**config.mk**
```make
export PLATFORM = sky130hd
export DESIGN_NAME = mem_arbiter_flat
export DESIGN_NICKNAME = d
export VERILOG_FILES = /design/src/rtl/mem_arb_pkg.sv /design/src/rtl/mem_arbiter_if.sv /design/src/rtl/mem_arb_rr.sv /design/src/rtl/mem_arbiter.sv /design/src/flat_wrapper.sv
export SDC_FILE = /design/constraint.sdc
export NUM_CORES = 2
export LEC_CHECK = 0
export CAP_MARGIN = 15
export CORE_AREA = 2 2 633 635
export CTS_CLUSTER_DIAMETER = 80
export DETAILED_ROUTE_END_ITERATION = 8
export DIE_AREA = 0 0 635 637
export HOLD_SLACK_MARGIN = 0.08
export PLACE_DENSITY = 0.31
export SYNTH_ARGS = -nofsm -noshare
export SYNTH_HDL_FRONTEND = slang
export SYNTH_SLANG_ARGS = --single-unit
```
**constraint.sdc**
```tcl
create_clock -name clk_i -period 1.5 [get_ports clk_i]
set_input_delay 0.225 -clock clk_i [delete_from_list [all_inputs] [get_ports clk_i]]
set_output_delay 0.225 -clock clk_i [all_outputs]
set_load 0.02 [all_outputs]
```
**src/rtl/mem_arb_pkg.sv**
```systemverilog
// Shared definitions for the two-port memory line arbiter.
//   ADDR_W_DEF / LINE_W_DEF : default address and line widths
//   state_e                 : arbiter FSM states
package mem_arb_pkg;

  localparam int unsigned ADDR_W_DEF = 32;
  localparam int unsigned LINE_W_DEF = 256;

  typedef enum logic [1:0] {
    IDLE    = 2'd0,  // waiting for a requester
    BUSY    = 2'd1,  // request presented to memory, waiting for mem_ack_i
    RELEASE = 2'd2   // one-cycle ack pulse to the owner
  } state_e;

endpackage

```
**src/rtl/mem_arbiter_if.sv**
```systemverilog
// Memory-side bus of the arbiter. Signal names are written from the
// arbiter's point of view (the arbiter is the master).
//   mem_enable_o : memory request, high for the whole transaction
//   mem_write_o  : 1 = write, 0 = read
//   mem_addr_o   : line address
//   mem_data_o   : line write data
//   mem_data_i   : line read data
//   mem_ack_i    : one-cycle completion pulse from memory
interface mem_arbiter_if
  import mem_arb_pkg::*;
#(
  parameter int unsigned ADDR_W = ADDR_W_DEF,
  parameter int unsigned LINE_W = LINE_W_DEF
);

  logic              mem_enable_o;
  logic              mem_write_o;
  logic [ADDR_W-1:0] mem_addr_o;
  logic [LINE_W-1:0] mem_data_o;
  logic [LINE_W-1:0] mem_data_i;
  logic              mem_ack_i;

  modport master (
    output mem_enable_o, mem_write_o, mem_addr_o, mem_data_o,
    input  mem_data_i, mem_ack_i
  );

  modport slave (
    input  mem_enable_o, mem_write_o, mem_addr_o, mem_data_o,
    output mem_data_i, mem_ack_i
  );

endinterface

```
**src/rtl/mem_arb_rr.sv**
```systemverilog
// Two-way round-robin selector (purely combinational).
//   req0_i, req1_i : request lines of port 0 / port 1
//   last_i         : index of the port granted most recently
//   grant_o        : index of the selected port (meaningful when valid_o)
//   valid_o        : at least one port is requesting
module mem_arb_rr (
  input  logic req0_i,
  input  logic req1_i,
  input  logic last_i,
  output logic grant_o,
  output logic valid_o
);

  always_comb begin
    // NOTE: every output gets a default first so no path leaves it unassigned (no latch).
    valid_o = req0_i | req1_i;
    grant_o = 1'b0;
    if (req0_i && req1_i) begin
      // On a tie, the port that was not served last wins.
      grant_o = ~last_i;
    end else if (req1_i) begin
      grant_o = 1'b1;
    end
  end

endmodule

```
**src/rtl/mem_arbiter.sv**
```systemverilog
// Arbitrates line requests from icache (port 0) and dcache (port 1) onto a
// single memory bus. One transaction at a time: IDLE grants, BUSY waits for
// mem_ack_i, RELEASE pulses the owner's ack for one cycle.
//   clk_i, rst_i        : clock, synchronous active-low reset
//   pN_enable_i         : line request from port N
//   pN_write_i          : 1 = write, 0 = read
//   pN_addr_i/pN_data_i : line address / write data
//   pN_data_o           : last line read for port N
//   pN_ack_o            : one-cycle completion pulse
//   timeout_o           : sticky, set once a BUSY phase lasts TIMEOUT cycles
//   mem                 : memory bus (master side)
module mem_arbiter
  import mem_arb_pkg::*;
#(
  parameter int unsigned ADDR_W  = ADDR_W_DEF,
  parameter int unsigned LINE_W  = LINE_W_DEF,
  parameter int unsigned TIMEOUT = 64
) (
  input  logic              clk_i,
  input  logic              rst_i,
  input  logic              p0_enable_i,
  input  logic              p0_write_i,
  input  logic [ADDR_W-1:0] p0_addr_i,
  input  logic [LINE_W-1:0] p0_data_i,
  output logic [LINE_W-1:0] p0_data_o,
  output logic              p0_ack_o,
  input  logic              p1_enable_i,
  input  logic              p1_write_i,
  input  logic [ADDR_W-1:0] p1_addr_i,
  input  logic [LINE_W-1:0] p1_data_i,
  output logic [LINE_W-1:0] p1_data_o,
  output logic              p1_ack_o,
  output logic              timeout_o,
  mem_arbiter_if.master     mem
);

  localparam int unsigned CNT_W = $clog2(TIMEOUT + 1);

  state_e            state_q;
  logic              owner_q;
  logic              last_q;
  logic              enable_q;
  logic              write_q;
  logic [ADDR_W-1:0] addr_q;
  logic [LINE_W-1:0] wdata_q;
  logic [LINE_W-1:0] rdata0_q;
  logic [LINE_W-1:0] rdata1_q;
  logic              ack0_q;
  logic              ack1_q;
  logic [CNT_W-1:0]  count_q;
  logic [CNT_W-1:0]  count_d;
  logic              timeout_q;

  logic              grant;
  logic              grant_valid;

  mem_arb_rr u_rr (
    .req0_i  (p0_enable_i),
    .req1_i  (p1_enable_i),
    .last_i  (last_q),
    .grant_o (grant),
    .valid_o (grant_valid)
  );

  // BUSY-cycle counter saturates at TIMEOUT so it never wraps during a hang.
  assign count_d = (count_q == CNT_W'(TIMEOUT)) ? count_q : count_q + CNT_W'(1);

  // NOTE: state is updated only with non-blocking assignments so every register samples pre-edge values.
  always_ff @(posedge clk_i) begin
    if (!rst_i) begin
      state_q   <= IDLE;
      owner_q   <= 1'b0;
      last_q    <= 1'b1;  // port 0 wins the first tie
      enable_q  <= 1'b0;
      write_q   <= 1'b0;
      // NOTE: the wide line registers are reset too because their reset value is visible on the ports.
      addr_q    <= '0;
      wdata_q   <= '0;
      rdata0_q  <= '0;
      rdata1_q  <= '0;
      ack0_q    <= 1'b0;
      ack1_q    <= 1'b0;
      count_q   <= '0;
      timeout_q <= 1'b0;
    end else begin
      ack0_q <= 1'b0;
      ack1_q <= 1'b0;
      case (state_q)
        IDLE: begin
          if (grant_valid) begin
            // Snapshot the winner; the memory bus is driven only from these copies.
            owner_q  <= grant;
            last_q   <= grant;
            write_q  <= grant ? p1_write_i : p0_write_i;
            addr_q   <= grant ? p1_addr_i  : p0_addr_i;
            wdata_q  <= grant ? p1_data_i  : p0_data_i;
            enable_q <= 1'b1;
            count_q  <= '0;
            state_q  <= BUSY;
          end
        end
        BUSY: begin
          count_q <= count_d;
          if (count_d == CNT_W'(TIMEOUT)) begin
            timeout_q <= 1'b1;
          end
          if (mem.mem_ack_i) begin
            enable_q <= 1'b0;
            write_q  <= 1'b0;
            if (owner_q) begin
              rdata1_q <= mem.mem_data_i;
              ack1_q   <= 1'b1;
            end else begin
              rdata0_q <= mem.mem_data_i;
              ack0_q   <= 1'b1;
            end
            state_q <= RELEASE;
          end
        end
        RELEASE: state_q <= IDLE;
        default: state_q <= IDLE;
      endcase
    end
  end

  assign mem.mem_enable_o = enable_q;
  assign mem.mem_write_o  = write_q;
  assign mem.mem_addr_o   = addr_q;
  assign mem.mem_data_o   = wdata_q;
  assign p0_data_o        = rdata0_q;
  assign p1_data_o        = rdata1_q;
  assign p0_ack_o         = ack0_q;
  assign p1_ack_o         = ack1_q;
  assign timeout_o        = timeout_q;

endmodule

```
**src/flat_wrapper.sv**
```systemverilog
// flat-port wrapper written by rule: the top's interface ports become plain ports
module mem_arbiter_flat import mem_arb_pkg::*;
#(
  parameter int unsigned ADDR_W  = ADDR_W_DEF,
  parameter int unsigned LINE_W  = LINE_W_DEF,
  parameter int unsigned TIMEOUT = 64
)
  (clk_i, rst_i, p0_enable_i, p0_write_i, p0_addr_i, p0_data_i, p0_data_o, p0_ack_o, p1_enable_i, p1_write_i, p1_addr_i, p1_data_i, p1_data_o, p1_ack_o, timeout_o, mem_mem_enable_o, mem_mem_write_o, mem_mem_addr_o, mem_mem_data_o, mem_mem_data_i, mem_mem_ack_i);
  mem_arbiter_if #(.ADDR_W(ADDR_W), .LINE_W(LINE_W)) mem_i ();
  input  logic clk_i;
  input  logic rst_i;
  input  logic p0_enable_i;
  input  logic p0_write_i;
  input  logic [ADDR_W-1:0] p0_addr_i;
  input  logic [LINE_W-1:0] p0_data_i;
  output logic [LINE_W-1:0] p0_data_o;
  output logic p0_ack_o;
  input  logic p1_enable_i;
  input  logic p1_write_i;
  input  logic [ADDR_W-1:0] p1_addr_i;
  input  logic [LINE_W-1:0] p1_data_i;
  output logic [LINE_W-1:0] p1_data_o;
  output logic p1_ack_o;
  output logic timeout_o;
  output wire logic [$bits(mem_i.mem_enable_o)-1:0] mem_mem_enable_o;
  output wire logic [$bits(mem_i.mem_write_o)-1:0] mem_mem_write_o;
  output wire logic [$bits(mem_i.mem_addr_o)-1:0] mem_mem_addr_o;
  output wire logic [$bits(mem_i.mem_data_o)-1:0] mem_mem_data_o;
  input wire logic [$bits(mem_i.mem_data_i)-1:0] mem_mem_data_i;
  input wire logic [$bits(mem_i.mem_ack_i)-1:0] mem_mem_ack_i;
  assign mem_mem_enable_o = mem_i.mem_enable_o;
  assign mem_mem_write_o = mem_i.mem_write_o;
  assign mem_mem_addr_o = mem_i.mem_addr_o;
  assign mem_mem_data_o = mem_i.mem_data_o;
  assign mem_i.mem_data_i = mem_mem_data_i;
  assign mem_i.mem_ack_i = mem_mem_ack_i;
  mem_arbiter #(.ADDR_W(ADDR_W), .LINE_W(LINE_W), .TIMEOUT(TIMEOUT)) u_core (.clk_i(clk_i), .rst_i(rst_i), .p0_enable_i(p0_enable_i), .p0_write_i(p0_write_i), .p0_addr_i(p0_addr_i), .p0_data_i(p0_data_i), .p0_data_o(p0_data_o), .p0_ack_o(p0_ack_o), .p1_enable_i(p1_enable_i), .p1_write_i(p1_write_i), .p1_addr_i(p1_addr_i), .p1_data_i(p1_data_i), .p1_data_o(p1_data_o), .p1_ack_o(p1_ack_o), .timeout_o(timeout_o), .mem(mem_i));
endmodule
```
==> results.toml <==
[critical_path]
crit_buf_inv = 4
worstPathMaxFanout = 14
r2r_cells = 7
critPathKind = "flop to flop"
slowest_delay_ns = 0.33
crit_chain = "buf_6, nor3_4, buf_12, buf_12, buf_4, nor2_1, a311oi_1"
cp_data_required_time_ns = 2.22
reg2reg_slack_ns = -0.30
r2r_end = "u_core.mem.mem_data_o[186]"
crit_family = "buffers and inverters"
r2r_start = "u_core.state_q[1]"
arrival_ns = 2.52
cp-end-kind = "flop"
worstSetupStartpointType = "flop"
cp_slowest_cell = "dfxtp_2"
crit_top_cell = "buf_12"

[timing]
slew_headroom_pct = 58.2
finalSetupViolations = 1453
fin_crit_ns = 1.80
rsz0062_at_grt = "true"
maxSlewViolCount = 0
worst_pin_slew_ns = 0.627
fin_crit_sh_pct = 120
finClkSkew_ns = 0.0950
fin_ws_ns = -0.303
hold_ws_ns = 0.139
fmax_mhz = 555
hold_viol_final = 0

[yosys]
synth-edff-count = 0
yosysTopAreaCellShare_pct = 53.5
synth_area_sq_um = 30500
ys_top_cells_by_count = "nand2_1, dfxtp_1, a21oi_1, nor2_1, a311oi_1"
synth_cell_types = 37
yosys_warnings = 0
synth_area_leader_cell = "dfxtp_1"
synth_cells = 3919
ys_async_sr_fraction_pct = 0
synth_area_leaders = "dfxtp_1, nand2_1, a21oi_1"
yosysSeqAreaShare_pct = 53.5
dominantRegCellSynth = "dfxtp_1"
synthesis.nets = 4760
ys_ff_latch = 816
yosysMostFrequentCell = "nand2_1"
syn_avg_cell_area_sq_um = 7.79

[route]
viasPerCell = 3.29
drcViolationCount = 0
drt_iter0_markers = 2210
drtPass1Iterations = 6
drtAntennaViolNets = 0
avgRoutedWirePerCell_microns = 25.5
num_vias = 39200
wl_microns = 304000

[global_route]
grt_max_degree = 107
grt.total_usage_pct = 14.1
gr-usage-met1_pct = 14.7
antenna_found_initial = 110
grt_pass1_vias = 39700
overflow = 0
met2_usage_pct = 26.9
grt_first_pass_wirelength_microns = 386000
grtUsageMet3_pct = 4.94
busiest_layer = "met2"

[clock_tree]
clock-sinks = 816
cts_buffer_depth = 4
numCtsBuffers = 119
cts-root-buf = "clkbuf_16"
htreeDepth = 3
cts_tree = "done"
clk_latency_ns = 0.88
cts.clk_slew.worst_paths_ns = 0.06

[power]
switching_share_pct = 30.5
p_int_mw = 49.1
power_density_nw_per_um2 = 961
p_sw_mw = 21.5
ir_drop_v = 0.000991
fin_total_pwr_mw = 70.7
leakage_nw = 27.4
p_comb_share_pct = 23.5
seqPwrFrac_pct = 34.6
clockPowerShare_pct = 41.9

[placement]
post-dp-hpwl_microns = 251000
dpl_cell_area_sq_um = 57100
portBuffers = 1643
placed_cells = 10700
gp_congestion = 0.860

[layout]
nFillCells = 44400
stdcell_count = 11900
postLayoutCellArea_sq_um = 73500
nets = 7356
area_delta_synth_final_pct = 141
drive_gt1_share_pct = 32.2

[floorplanning]
die_h_microns = 637
io_pins = 1644
dieArea_sq_um = 404000
initial_utilization_pct = 7.67
fp.dieW_microns = 635
coreArea_sq_um = 398000
fp-row-count = 232

[worst_hold_path]
hp-class = "primary input to flop"
hold_path_startpoint = "mem_mem_data_i[115]"
hold_end = "u_core.p0_data_o[115]"
whs_path_depth = 3

[outcome]
outcome = "finished with violations"
violations = "negative setup slack"

[job]
max-cap-violations = 0
[final cells by class]
| class | count | area [sq um] | share of cell area [%] |
|---|---|---|---|
| repair buffers | 2808 | 32200 | 43.8 |
| flip-flops and latches | 816 | 17300 | 23.5 |
| multi-input cells | 2767 | 13300 | 18.1 |
| well taps | 5265 | 6590 | 8.96 |
| clock buffers | 173 | 3480 | 4.73 |
| clock inverters | 48 | 577 | 0.784 |
| diodes | 37 | 92.6 | 0.126 |
| inverters | 3 | 18.8 | 0.0255 |
[power by group through the flow]
stage	Clock [mW]	Sequential, mW	Combinational (mW)
CTS	30.8	24.5	16.6
finish	29.6	24.5	16.6
global placement	0	24.6	14.0
global route	31.5	24.6	17.6
floorplan	0	25.7	3.43
detailed placement	0	24.6	14.0
[worst reg2reg max path, stage by stage (launching register included)]
cell      delay (ns)
dfxtp_2         0.33
buf_6           0.14
nor3_4          0.21
buf_12          0.20
buf_12          0.27
buf_4           0.20
nor2_1          0.05
a311oi_1        0.25
[cells in the final DEF, fill, tap and decap left out, drive strengths merged, types with 2 or more instances in the layout]
| master | synthesis | routed |
|---|---|---|
| nand3 | 4 | 4 |
| clkdlybuf4s50 | 0 | 838 |
| o21ai | 3 | 3 |
| a21boi | 2 | 2 |
| a211o | 2 | 2 |
| nor3 | 7 | 7 |
| buf | 170 | 1163 |
| diode | 0 | 37 |
| clkinv | 0 | 24 |
| dfxtp | 816 | 816 |
| dlygate4sd3 | 0 | 781 |
| a311oi | 290 | 290 |
| inv | 3 | 14 |
| ha | 2 | 2 |
| nor2 | 300 | 300 |
| clkbuf | 163 | 199 |
| nand2 | 1614 | 1614 |
| clkinvlp | 0 | 5 |
| or2 | 3 | 3 |
| nor2b | 3 | 3 |
| a21oi | 523 | 523 |
| o21a | 2 | 2 |
| bufinv | 0 | 8 |
[flip-flops by register name (all words and copies together), names as in the netlist]
signal,count
u_core.count_q,7
u_core.last_q,1
u_core.mem.mem_addr_o,32
u_core.mem.mem_data_o,256
u_core.mem.mem_enable_o,1
u_core.mem.mem_write_o,1
u_core.owner_q,1
u_core.p0_ack_o,1
u_core.p0_data_o,256
u_core.p1_ack_o,1
u_core.p1_data_o,256
u_core.state_q,2
u_core.timeout_o,1
[per-stage QoR]
stage	utilization, %	TNS, ns	worst slack, ns
floorplan	-	-5.58	-0.0356
global placement	14.4	-389.24	-0.723
detailed placement	14.4	-391.56	-0.707
CTS	18.0	-306.52	-0.371
global route	18.5	-339.03	-0.435
finish	18.5	-179.48	-0.303
[layer usage]
layer | up-vias | wire length, microns
li1 | 18400 | -
met1 | 19100 | 110000
met2 | 1408 | 162000
met3 | 360 | 24200
met4 | 8 | 7110
met5 | - | 56
[kinds of logic (layout without fill, tap and decap cells)]
kind of cell	after synthesis	count (layout)	synth area share, %
simple gates	1938	1938	24.1
buf+inv	336	3032	5.01
flops	816	816	53.5
xor+xnor	2	2	0.0574
fa+ha+maj	2	2	0.0820
compound gates	825	825	17.2
other cells	0	37	0
[worst max-delay path by stage]
stage                      startpoint                          to  slack (ns)  cells past startpoint
floorplan           u_core.count_q[0]            u_core.timeout_o       -0.04                      5
global placement          p0_enable_i  u_core.mem.mem_data_o[144]       -0.72                      7
detailed placement        p0_enable_i  u_core.mem.mem_data_o[216]       -0.71                      8
CTS                 u_core.state_q[1]  u_core.mem.mem_data_o[194]       -0.37                      7
global route        u_core.state_q[1]  u_core.mem.mem_data_o[146]       -0.43                      7
finish              u_core.state_q[1]  u_core.mem.mem_data_o[186]       -0.30                      7
[what timing repair did]
item | CTS | global route
resized for setup | 4276 | 221
hold endpoints to repair | 781 | 0
gates cloned | 10 | 28
setup endpoints to repair | 1615 | 1618
hold buffers | 781 | 0
setup buffers | 72 | 29
pin swaps | 21 | 57
(Power assumes the default switching activity.)
